==> src/rtl/cpu_pkg.sv <==
// Shared encodings for the breadboard CPU: opcodes, T-states and control-word bit positions.
// The RAM, ALU and register blocks decode the same control word, so they all use these indices.
package cpu_pkg;

    localparam int OPCODE_W = 4;
    localparam int STEP_W   = 3;

    localparam logic [3:0] OP_NOP = 4'h0;
    localparam logic [3:0] OP_LDA = 4'h1;
    localparam logic [3:0] OP_ADD = 4'h2;
    localparam logic [3:0] OP_SUB = 4'h3;
    localparam logic [3:0] OP_STA = 4'h4;
    localparam logic [3:0] OP_LDI = 4'h5;
    localparam logic [3:0] OP_JMP = 4'h6;
    localparam logic [3:0] OP_JC  = 4'h7;
    localparam logic [3:0] OP_JZ  = 4'h8;
    localparam logic [3:0] OP_OUT = 4'hE;
    localparam logic [3:0] OP_HLT = 4'hF;

    localparam logic [2:0] T0 = 3'd0;
    localparam logic [2:0] T1 = 3'd1;
    localparam logic [2:0] T2 = 3'd2;
    localparam logic [2:0] T3 = 3'd3;
    localparam logic [2:0] T4 = 3'd4;

    localparam int CW_PC_INC   = 0;
    localparam int CW_PC_JUMP  = 1;
    localparam int CW_PC_OUT   = 2;
    localparam int CW_MAR_LOAD = 3;
    localparam int CW_RAM_OUT  = 4;
    localparam int CW_RAM_LOAD = 5;
    localparam int CW_IR_LOAD  = 6;
    localparam int CW_IR_OUT   = 7;
    localparam int CW_A_LOAD   = 8;
    localparam int CW_A_OUT    = 9;
    localparam int CW_B_LOAD   = 10;
    localparam int CW_ALU_OUT  = 11;
    localparam int CW_ALU_SUB  = 12;
    localparam int CW_OUT_LOAD = 13;
    localparam int CW_WIDTH    = 14;

    typedef logic [CW_WIDTH-1:0] ctrl_word_t;

    // One-hot control word with a single line asserted; OR these together to build a micro-op.
    function automatic ctrl_word_t cw(input int idx);
        ctrl_word_t word;
        word = '0;
        word[idx] = 1'b1;
        return word;
    endfunction

endpackage

==> src/rtl/control_step_counter.sv <==
// T-state counter: advances each cycle, returns to T0 at the end of an instruction,
// and is held at T0 while the machine is halted.
module control_step_counter
    import cpu_pkg::*;
#(
    parameter int STEP_WIDTH = STEP_W
) (
    input  logic                  clk,
    input  logic                  rst_n,
    input  logic                  end_step,
    input  logic                  freeze,
    output logic [STEP_WIDTH-1:0] step
);

    logic [STEP_WIDTH-1:0] step_q;
    logic [STEP_WIDTH-1:0] step_d;

    // T4 is the last legal state; anything at or beyond it wraps so a corrupted count self-recovers.
    always_comb begin
        step_d = step_q + STEP_WIDTH'(1);
        if (freeze || end_step || (step_q >= STEP_WIDTH'(T4))) begin
            step_d = '0;
        end
    end

    always_ff @(posedge clk or negedge rst_n) begin
        if (!rst_n) begin
            step_q <= '0;
        end else begin
            step_q <= step_d;
        end
    end

    assign step = step_q;

endmodule

==> src/rtl/control_sequencer.sv <==
// Microcoded control unit: sequences fetch/execute T-states, decodes the IR opcode into
// control lines, keeps the carry/zero flags for conditional jumps and latches HLT.
module control_sequencer
    import cpu_pkg::*;
#(
    parameter int OPCODE_WIDTH = OPCODE_W,
    parameter int STEP_WIDTH   = STEP_W
) (
    input  logic                    clk,
    input  logic                    rst,
    input  logic [OPCODE_WIDTH-1:0] ir_opcode,
    input  logic                    alu_carry,
    input  logic                    alu_zero,
    output logic                    pc_inc,
    output logic                    pc_jump,
    output logic                    pc_out,
    output logic                    mar_load,
    output logic                    ram_out,
    output logic                    ram_load,
    output logic                    ir_load,
    output logic                    ir_out,
    output logic                    a_load,
    output logic                    a_out,
    output logic                    b_load,
    output logic                    alu_out,
    output logic                    alu_sub,
    output logic                    out_load,
    output logic                    halt,
    output logic [STEP_WIDTH-1:0]   step
);

    logic carry_q, carry_d;
    logic zero_q, zero_d;
    logic halted_q, halted_d;

    logic       end_instr;
    logic       flags_load;
    logic       set_halt;
    ctrl_word_t ctrl_raw;
    ctrl_word_t ctrl;

    control_step_counter #(
        .STEP_WIDTH(STEP_WIDTH)
    ) u_step_counter (
        .clk      (clk),
        .rst_n    (rst),
        .end_step (end_instr),
        .freeze   (halted_q),
        .step     (step)
    );

    // Fetch is opcode-independent; the opcode is only trusted from T2 onwards.
    always_comb begin
        ctrl_raw   = '0;
        end_instr  = 1'b0;
        flags_load = 1'b0;
        set_halt   = 1'b0;
        case (step)
            STEP_WIDTH'(T0): ctrl_raw = cw(CW_PC_OUT) | cw(CW_MAR_LOAD);
            STEP_WIDTH'(T1): ctrl_raw = cw(CW_RAM_OUT) | cw(CW_IR_LOAD) | cw(CW_PC_INC);
            STEP_WIDTH'(T2): begin
                case (ir_opcode)
                    OPCODE_WIDTH'(OP_NOP): end_instr = 1'b1;
                    OPCODE_WIDTH'(OP_LDA),
                    OPCODE_WIDTH'(OP_ADD),
                    OPCODE_WIDTH'(OP_SUB),
                    OPCODE_WIDTH'(OP_STA): ctrl_raw = cw(CW_IR_OUT) | cw(CW_MAR_LOAD);
                    OPCODE_WIDTH'(OP_LDI): begin
                        ctrl_raw  = cw(CW_IR_OUT) | cw(CW_A_LOAD);
                        end_instr = 1'b1;
                    end
                    OPCODE_WIDTH'(OP_JMP): begin
                        ctrl_raw  = cw(CW_IR_OUT) | cw(CW_PC_JUMP);
                        end_instr = 1'b1;
                    end
                    OPCODE_WIDTH'(OP_JC): begin
                        ctrl_raw  = cw(CW_IR_OUT) | (carry_q ? cw(CW_PC_JUMP) : '0);
                        end_instr = 1'b1;
                    end
                    OPCODE_WIDTH'(OP_JZ): begin
                        ctrl_raw  = cw(CW_IR_OUT) | (zero_q ? cw(CW_PC_JUMP) : '0);
                        end_instr = 1'b1;
                    end
                    OPCODE_WIDTH'(OP_OUT): begin
                        ctrl_raw  = cw(CW_A_OUT) | cw(CW_OUT_LOAD);
                        end_instr = 1'b1;
                    end
                    OPCODE_WIDTH'(OP_HLT): begin
                        end_instr = 1'b1;
                        set_halt  = 1'b1;
                    end
                    default: end_instr = 1'b1;
                endcase
            end
            STEP_WIDTH'(T3): begin
                // A 3-cycle opcode seen here means the IR changed mid-instruction; just finish.
                end_instr = 1'b1;
                case (ir_opcode)
                    OPCODE_WIDTH'(OP_LDA): ctrl_raw = cw(CW_RAM_OUT) | cw(CW_A_LOAD);
                    OPCODE_WIDTH'(OP_ADD),
                    OPCODE_WIDTH'(OP_SUB): begin
                        ctrl_raw  = cw(CW_RAM_OUT) | cw(CW_B_LOAD);
                        end_instr = 1'b0;
                    end
                    OPCODE_WIDTH'(OP_STA): ctrl_raw = cw(CW_A_OUT) | cw(CW_RAM_LOAD);
                    default: ctrl_raw = '0;
                endcase
            end
            STEP_WIDTH'(T4): begin
                end_instr = 1'b1;
                case (ir_opcode)
                    OPCODE_WIDTH'(OP_ADD): begin
                        ctrl_raw   = cw(CW_ALU_OUT) | cw(CW_A_LOAD);
                        flags_load = 1'b1;
                    end
                    OPCODE_WIDTH'(OP_SUB): begin
                        ctrl_raw   = cw(CW_ALU_OUT) | cw(CW_A_LOAD) | cw(CW_ALU_SUB);
                        flags_load = 1'b1;
                    end
                    default: ctrl_raw = '0;
                endcase
            end
            default: end_instr = 1'b1;
        endcase

        if (halted_q) begin
            ctrl_raw   = '0;
            end_instr  = 1'b1;
            flags_load = 1'b0;
            set_halt   = 1'b0;
        end
    end

    always_comb begin
        carry_d  = carry_q;
        zero_d   = zero_q;
        halted_d = halted_q | set_halt;
        if (flags_load) begin
            carry_d = alu_carry;
            zero_d  = alu_zero;
        end
    end

    always_ff @(posedge clk or negedge rst) begin
        if (!rst) begin
            carry_q  <= 1'b0;
            zero_q   <= 1'b0;
            halted_q <= 1'b0;
        end else begin
            carry_q  <= carry_d;
            zero_q   <= zero_d;
            halted_q <= halted_d;
        end
    end

    // Reset gates the outputs directly so the datapath is quiet even before any clock edge.
    assign ctrl = rst ? ctrl_raw : '0;
    assign halt = rst & halted_q;

    assign pc_inc   = ctrl[CW_PC_INC];
    assign pc_jump  = ctrl[CW_PC_JUMP];
    assign pc_out   = ctrl[CW_PC_OUT];
    assign mar_load = ctrl[CW_MAR_LOAD];
    assign ram_out  = ctrl[CW_RAM_OUT];
    assign ram_load = ctrl[CW_RAM_LOAD];
    assign ir_load  = ctrl[CW_IR_LOAD];
    assign ir_out   = ctrl[CW_IR_OUT];
    assign a_load   = ctrl[CW_A_LOAD];
    assign a_out    = ctrl[CW_A_OUT];
    assign b_load   = ctrl[CW_B_LOAD];
    assign alu_out  = ctrl[CW_ALU_OUT];
    assign alu_sub  = ctrl[CW_ALU_SUB];
    assign out_load = ctrl[CW_OUT_LOAD];

    a_pc_exclusive : assert property (@(posedge clk) disable iff (!rst) !(pc_inc && pc_jump));
    a_one_bus_driver : assert property (@(posedge clk) disable iff (!rst)
        $onehot0({pc_out, ram_out, ir_out, a_out, alu_out}));
    a_step_range : assert property (@(posedge clk) disable iff (!rst) step <= STEP_WIDTH'(T4));

endmodule

==> config.mk <==
export PLATFORM = sky130hd
export DESIGN_NAME = control_sequencer
export DESIGN_NICKNAME = d
export VERILOG_FILES = /design/src/rtl/cpu_pkg.sv /design/src/rtl/control_step_counter.sv /design/src/rtl/control_sequencer.sv
export SDC_FILE = /design/constraint.sdc
export NUM_CORES = 1
export LEC_CHECK = 0
export BUFFER_PORTS_ARGS = -buffer_cell sky130_fd_sc_hd__buf_2
export CORE_UTILIZATION = 46
export CTS_CLUSTER_SIZE = 14
export DETAILED_ROUTE_END_ITERATION = 7
export PLACE_DENSITY = 0.77
export SYNTH_ARGS = -nofsm -noshare
export SYNTH_HDL_FRONTEND = slang
export SYNTH_SLANG_ARGS = --single-unit
==> constraint.sdc <==
create_clock -name clk -period 1.9 [get_ports clk]
set_input_delay 0 -clock clk [delete_from_list [all_inputs] [get_ports clk]]
set_output_delay 0 -clock clk [all_outputs]
set_load 0.01 [all_outputs]
==> flow_summary_export.csv, run 1 <==
group,metric,value,unit
worst_setup_path,worstPathArrival,1.74,ns
worst_setup_path,endpoint,"ram_out",
synthesis,synthArstFlopShare,100.0,%
worst_setup_path,cp.required,1.90,ns
routing,wl_per_cell,12.82,µm
cells_and_area,drive_above_1_share,34.65,%
floorplan,die_w,39.47,µm
synthesis,ys.warnings.count,0,
sta,hold_violations,0,
power_and_ir_drop,vdd_drop_max,0.7433,mV
floorplan,die_area,0.001557,mm²
sta,layout_min_cycle_time,1.736,ns
placement,gp_congestion,0.8370,
grt,antenna_found_initial,0,
run_status,status,"finished clean",
synthesis,synth_cell_types,37,
worst_setup_path,start_kind,"flip-flop",
cells_and_area,area_delta_synth_final,23.26,%
routing,drt_first_iter_violations,5,
sta,clock_skew,0.001375,ns
job,drv_cap,0,
synthesis,ys.flop_type,"dfrtp_1",
routing,via_per_inst,5.491,
cells_and_area,diodes,0,
clock_tree,clock_path_buffers,2,
cells_and_area,fillCellCount,128,
routing,drc_errors,0,
sta,fmax,0.5760,GHz
worst_setup_path,r2r_start,"u_step_counter.step[0]$_DFF_PN0_",
clock_tree,numCtsBuffers,3,
synthesis,synth-seq-cells,6,
synthesis,synthTopCellsByCount,"dfrtp_1 (6), nand2_1 (6), nor2_1 (6)",
clock_tree,insertion_delay,0.23,ns
synthesis,syn_inst,76,
clock_tree,path_clk_slew,0.04,ns
clock_tree,cts_sinks,6,
sta,min_period_over_period,91.38,%
clock_tree,post_cts_buffers,0,
floorplan,num_rows,13,
floorplan,coreArea,0.001301,mm²
synthesis,synth_edf_count,0,
worst_setup_path,cp_max_fo,6,
worst_setup_path,crit_path_start,"u_step_counter.step[0]$_DFF_PN0_",
routing,drtPass1Iterations,4,
synthesis,synth.area.top_cells,"dfrtp_1 (23%), ha_1 (9.7%), a311oi_4 (4.1%)",
placement,dp_hpwl,1195,µm
clock_tree,cts_max_level,1,
synthesis,synth_area_per_cell,8.495,µm²
clock_tree,cts_resized,0,
sta,slew_violations,0,
synthesis,syn_nets,89,
sta,relSlewSlack,67.69,%
worst_setup_path,path_class,"reg2out",
worst_setup_path,critical_path.endpoint_type,"output pin",
power_and_ir_drop,p_per_area,935.7,mW/mm²
floorplan,pin_count,26,
sta,worst_pin_slew,0.4836,ns
synthesis,synth_seq_area_share,23.26,%
placement,port_buffers,25,
grt,grt_pass1_wl,2435,µm
sta,grt_setup_unrepaired,"no",
sta,setup-tns-final,0,ns
cells_and_area,nets,116,
clock_tree,hold_buffers,2,
power_and_ir_drop,p_leak,0.0004046,µW
sta,finalHoldWorstSlack,0.01633,ns
hold_path,hold_depth,2,
worst_setup_path,r2r_cells,5,
worst_setup_path,r2r_end,"u_step_counter.step[1]$_DFF_PN0_",
worst_setup_path,ff2ff_setup_slack,0.29,ns
routing,drt-total-wl,1487,µm
floorplan,die_h,39.47,µm
routing,ant_nets,0,
grt,grt_pass1_vias,569,
hold_path,min_path_type,"in2reg",
synthesis,synth_top_area_share,23.26,%
routing,vias,637,
floorplan,initial_core_util,49.62,%
sta,setup_violations,0,
synthesis,yosysTopAreaCell,"dfrtp_1",
grt,grt_start_max_net_pins,12,
clock_tree,cts-root-buf,"clkbuf_4",
synthesis,syn-cell-area,645.6,µm²
grt,grt.overflow.total,0,
grt,grtUsageTotal,22.89,%
clock_tree,cts_tree,"done",
-- how the worst min path moves through the flow --
stage | startpoint | end | slack (ns)
2_1_floorplan | rst | carry_q$_DFFE_PN0P_ | -0.30
3_3_place_gp | rst | u_step_counter.step[2]$_DFF_PN0_ | -0.16
3_5_place_dp | rst | halted_q$_DFF_PN0_ | -0.16
4_1_cts | alu_carry | carry_q$_DFFE_PN0P_ | 0.02
5_1_grt | alu_carry | carry_q$_DFFE_PN0P_ | 0.01
6_report | alu_carry | carry_q$_DFFE_PN0P_ | 0.02
-- sequential cells by signal (all words and copies together) (netlist names) --
signal and count:
zero_q 1, halted_q 1, carry_q 1, u_step_counter.step 3
-- critical path, cell delays in order (launching register included) --
cell and delay [ns]:
dfrtp_1 0.40, ha_1 0.17, ha_1 0.25, nor2b_1 0.27, o211ai_1 0.13, a21oi_1 0.15
buf_2 0.14
-- power by group --
| part | switching, µW | total [µW] | internal, µW |
|---|---|---|---|
| combinational | 238 | 433 | 195 |
| sequential | 37.9 | 203 | 165 |
| clock | 38.4 | 109 | 70.9 |
-- cells by family after synthesis --
group | count (synthesis) | share of synthesized area [%]
xor+xnor | 1 | 1.357
flops | 6 | 23.26
simple gates | 37 | 34.31
compound gates | 14 | 18.22
fa+ha+maj | 5 | 9.690
buf+inv | 11 | 9.690
mux | 2 | 3.488
-- metrics by stage --
| step | power [µW] | util, % | std cells | instance area, µm² | setup slack, ns |
|---|---|---|---|---|---|
| after floorplan | 513.3 | - | 76 | 645.6 | 0.3768 |
| after detailed placement | 634.2 | 57.88 | 111 | 753.2 | 0.3126 |
| after global placement | 623.3 | 57.88 | 111 | 753.2 | 0.3543 |
| after CTS | 751.6 | 61.15 | 116 | 795.8 | 0.1509 |
| final | 744.6 | 61.15 | 116 | 795.8 | 0.1638 |
| after global routing | 816.2 | 61.15 | 116 | 795.8 | 0.01587 |
-- area by class of cell --
class | instances | area, µm² | share of cell area, %
Clock buffer | 3 | 22.52 | 2.830
Sequential cell | 6 | 150.1 | 18.87
Tap cell | 15 | 18.77 | 2.358
Inverter | 5 | 18.77 | 2.358
Multi-Input combinational cell | 59 | 432.9 | 54.40
Timing Repair Buffer | 28 | 152.6 | 19.18
-- cell usage in the layout, fill, tap and decap left out, types with 2 or more instances in the layout --
cell	n
a21oi_1	4
buf_2	25
o211ai_1	2
nand2_1	6
ha_1	5
nor2_1	6
inv_1	5
clkbuf_4	3
dfrtp_1	6
nor2b_1	3
dlygate4sd3_1	2
and3b_1	2
nand2b_1	2
nor3_1	4
nand3_1	2
and3_1	2
mux2_2	2
-- metal layers --
layer,part of all wire [%],up-vias,GRT usage [%]
met2,52,24,39.34
met3,4.8,2,3.977
met1,43,288,28.92
met5,0,-,0
li1,-,323,-
met4,0.34,0,6.034
(Power assumes the default switching activity.)
==> run 2, diff against run 1 <==
--- a/config.mk
+++ b/config.mk
@@ -9,7 +9,7 @@
 export CORE_UTILIZATION = 46
 export CTS_CLUSTER_SIZE = 14
 export DETAILED_ROUTE_END_ITERATION = 7
-export PLACE_DENSITY = 0.77
+export PLACE_DENSITY_LB_ADDON = 0.1
 export SYNTH_ARGS = -nofsm -noshare
 export SYNTH_HDL_FRONTEND = slang
 export SYNTH_SLANG_ARGS = --single-unit
==> run 2 against run 1 <==
  * First-iteration DRC count rose by 20%
  * Global-route usage down 3.0 points
  * Total power is 0.74% lower
  * Critical endpoint is now a_load
  * Highest routed layer is now met3
==> flow_summary_export.csv, run 2 (synthesis gave the netlist of run 1 again) <==
group,metric,value,unit
grt,grt_start_max_net_pins,12,
clock_tree,path_clk_slew,0.04,ns
placement,dp_hpwl,1113,µm
cells_and_area,nets,116,
power_and_ir_drop,vdd_drop_max,0.4643,mV
worst_setup_path,slowest_delay,0.41,ns
power_and_ir_drop,p_leak,0.0004046,µW
cells_and_area,regMostFlops,"u_step_counter.step",
routing,wl_per_cell,11.98,µm
cells_and_area,diodes,0,
hold_path,hp-start,"alu_zero",
routing,via_per_inst,5.500,
sta,clock_skew,0.003671,ns
sta,hold_violations,0,
clock_tree,cts_max_level,1,
grt,grt_pass1_vias,504,
cells_and_area,largest_register_ffs,3,
run_status,status,"finished clean",
routing,drt_first_iter_violations,6,
sta,min_period_over_period,91.59,%
worst_setup_path,critical_path.endpoint_type,"output pin",
cells_and_area,final_common_cell,"buf_2",
placement,port_buffers,25,
sta,layout_min_cycle_time,1.740,ns
grt,grt.overflow.total,0,
cells_and_area,design_area,798.3,µm²
worst_setup_path,crit_path_start,"u_step_counter.step[0]$_DFF_PN0_",
worst_setup_path,r2r_start,"u_step_counter.step[0]$_DFF_PN0_",
floorplan,die_area,0.001557,mm²
cells_and_area,multi_input_area,435.4,µm²
clock_tree,cts_tree,"done",
grt,grt_pass1_wl,2070,µm
worst_setup_path,cp_max_fo,6,
sta,worst_pin_slew,0.5110,ns
floorplan,die_h,39.47,µm
clock_tree,cts_sinks,6,
cells_and_area,seq_area,150.1,µm²
floorplan,die_w,39.47,µm
worst_setup_path,path_cells,"ha_1 > ha_1 > nor2b_2 > o211ai_1 > a21oi_1 > buf_2",
worst_setup_path,cp_slowest_cell,"dfrtp_1",
worst_setup_path,worstPathArrival,1.74,ns
sta,grt_setup_unrepaired,"no",
worst_setup_path,path_class,"reg2out",
routing,ant_nets,0,
placement,gp_congestion,0.7823,
clock_tree,post_cts_buffers,0,
floorplan,pin_count,26,
sta,fmax,0.5746,GHz
routing,drt-total-wl,1390,µm
cells_and_area,final_cell_mix,"buf_2 (25), nand2_1 (6), nor2_1 (6), dfrtp_1 (6)",
routing,vias,638,
floorplan,num_rows,13,
cells_and_area,fillCellCount,139,
job,drv_cap,0,
power_and_ir_drop,p_per_area,925.8,mW/mm²
floorplan,initial_core_util,49.62,%
cells_and_area,drive_above_1_share,35.64,%
grt,grtUsageTotal,19.93,%
clock_tree,numCtsBuffers,3,
cells_and_area,area_delta_synth_final,23.64,%
worst_setup_path,start_kind,"flip-flop",
worst_setup_path,cp.required,1.90,ns
sta,slew_violations,0,
sta,setup-tns-final,0,ns
hold_path,min_path_type,"in2reg",
floorplan,coreArea,0.001301,mm²
placement,dpl_cell_area,753.2,µm²
clock_tree,clock_path_buffers,2,
grt,antenna_found_initial,0,
sta,setup_violations,0,
sta,relSlewSlack,65.86,%
clock_tree,cts-root-buf,"clkbuf_4",
clock_tree,insertion_delay,0.24,ns
worst_setup_path,cp_common_cell,"ha_1",
routing,drtPass1Iterations,4,
routing,drc_errors,0,
[run 2: path summary, 6_finish.rpt]
path / endpoint / slack [ns] / cells after the start
setup / recovery: a_load / 0.16 / 6
hold / removal: zero_q$_DFFE_PN0P_ / 0.02 / 2
setup reg to reg: u_step_counter.step[1]$_DFF_PN0_ / 0.27 / 5
hold reg to reg: zero_q$_DFFE_PN0P_ / 0.50 / 1
max in group asynchronous: carry_q$_DFFE_PN0P_ / 1.62 / 2
min in group asynchronous: u_step_counter.step[0]$_DFF_PN0_ / 0.12 / 2
[run 2: cell type report]
cell class | count | share of cell area [%]
flip-flops and latches | 6 | 18.81
clock buffers | 3 | 2.821
multi-input cells | 59 | 54.55
inverters | 5 | 2.351
repair buffers | 28 | 19.12
well taps | 15 | 2.351
[run 2: repair_timing]
action | 4_1_cts | 5_1_grt
endpoints found under the hold margin | 7 | 0
hold buffers | 2 | 0
setup endpoints to repair | 0 | 2
resized for setup | 0 | 1
[run 2: worst max-delay path: cells and delay by family (launching register included)]
kind,cells,cell delay [ns]
and+or+nand+nor,1,0.20
DFF,1,0.41
AOI/OAI and AO/OA,2,0.26
buffers and inverters,1,0.15
adders and majority gates,2,0.48
[run 2: through the flow]
step                total power, µW  instances  hold WS (ns)  utilization, %  worst slack (ns)
floorplan                     513.3         76       -0.2956               -            0.3768
global placement              627.6        111       -0.1576           57.88            0.3277
detailed placement            626.2        111       -0.1605           57.88            0.2882
CTS                           747.0        116      0.002272           61.15            0.1310
global route                  806.0        116       0.02360           61.35           0.03136
finish                        739.0        116       0.02194           61.35            0.1597
[run 2: metal layers]
layer,up-vias,share of wire [%],global-route usage (%)
met3,0,5.6,3.409
met2,22,47,32.79
met1,293,47,24.39
met5,-,0,0
li1,323,-,-
met4,0,0,10.34
[run 2: power by group]
group / switching, µW / internal [µW]
logic: 235 / 192
clock network: 39.4 / 71.0
registers: 36.2 / 165
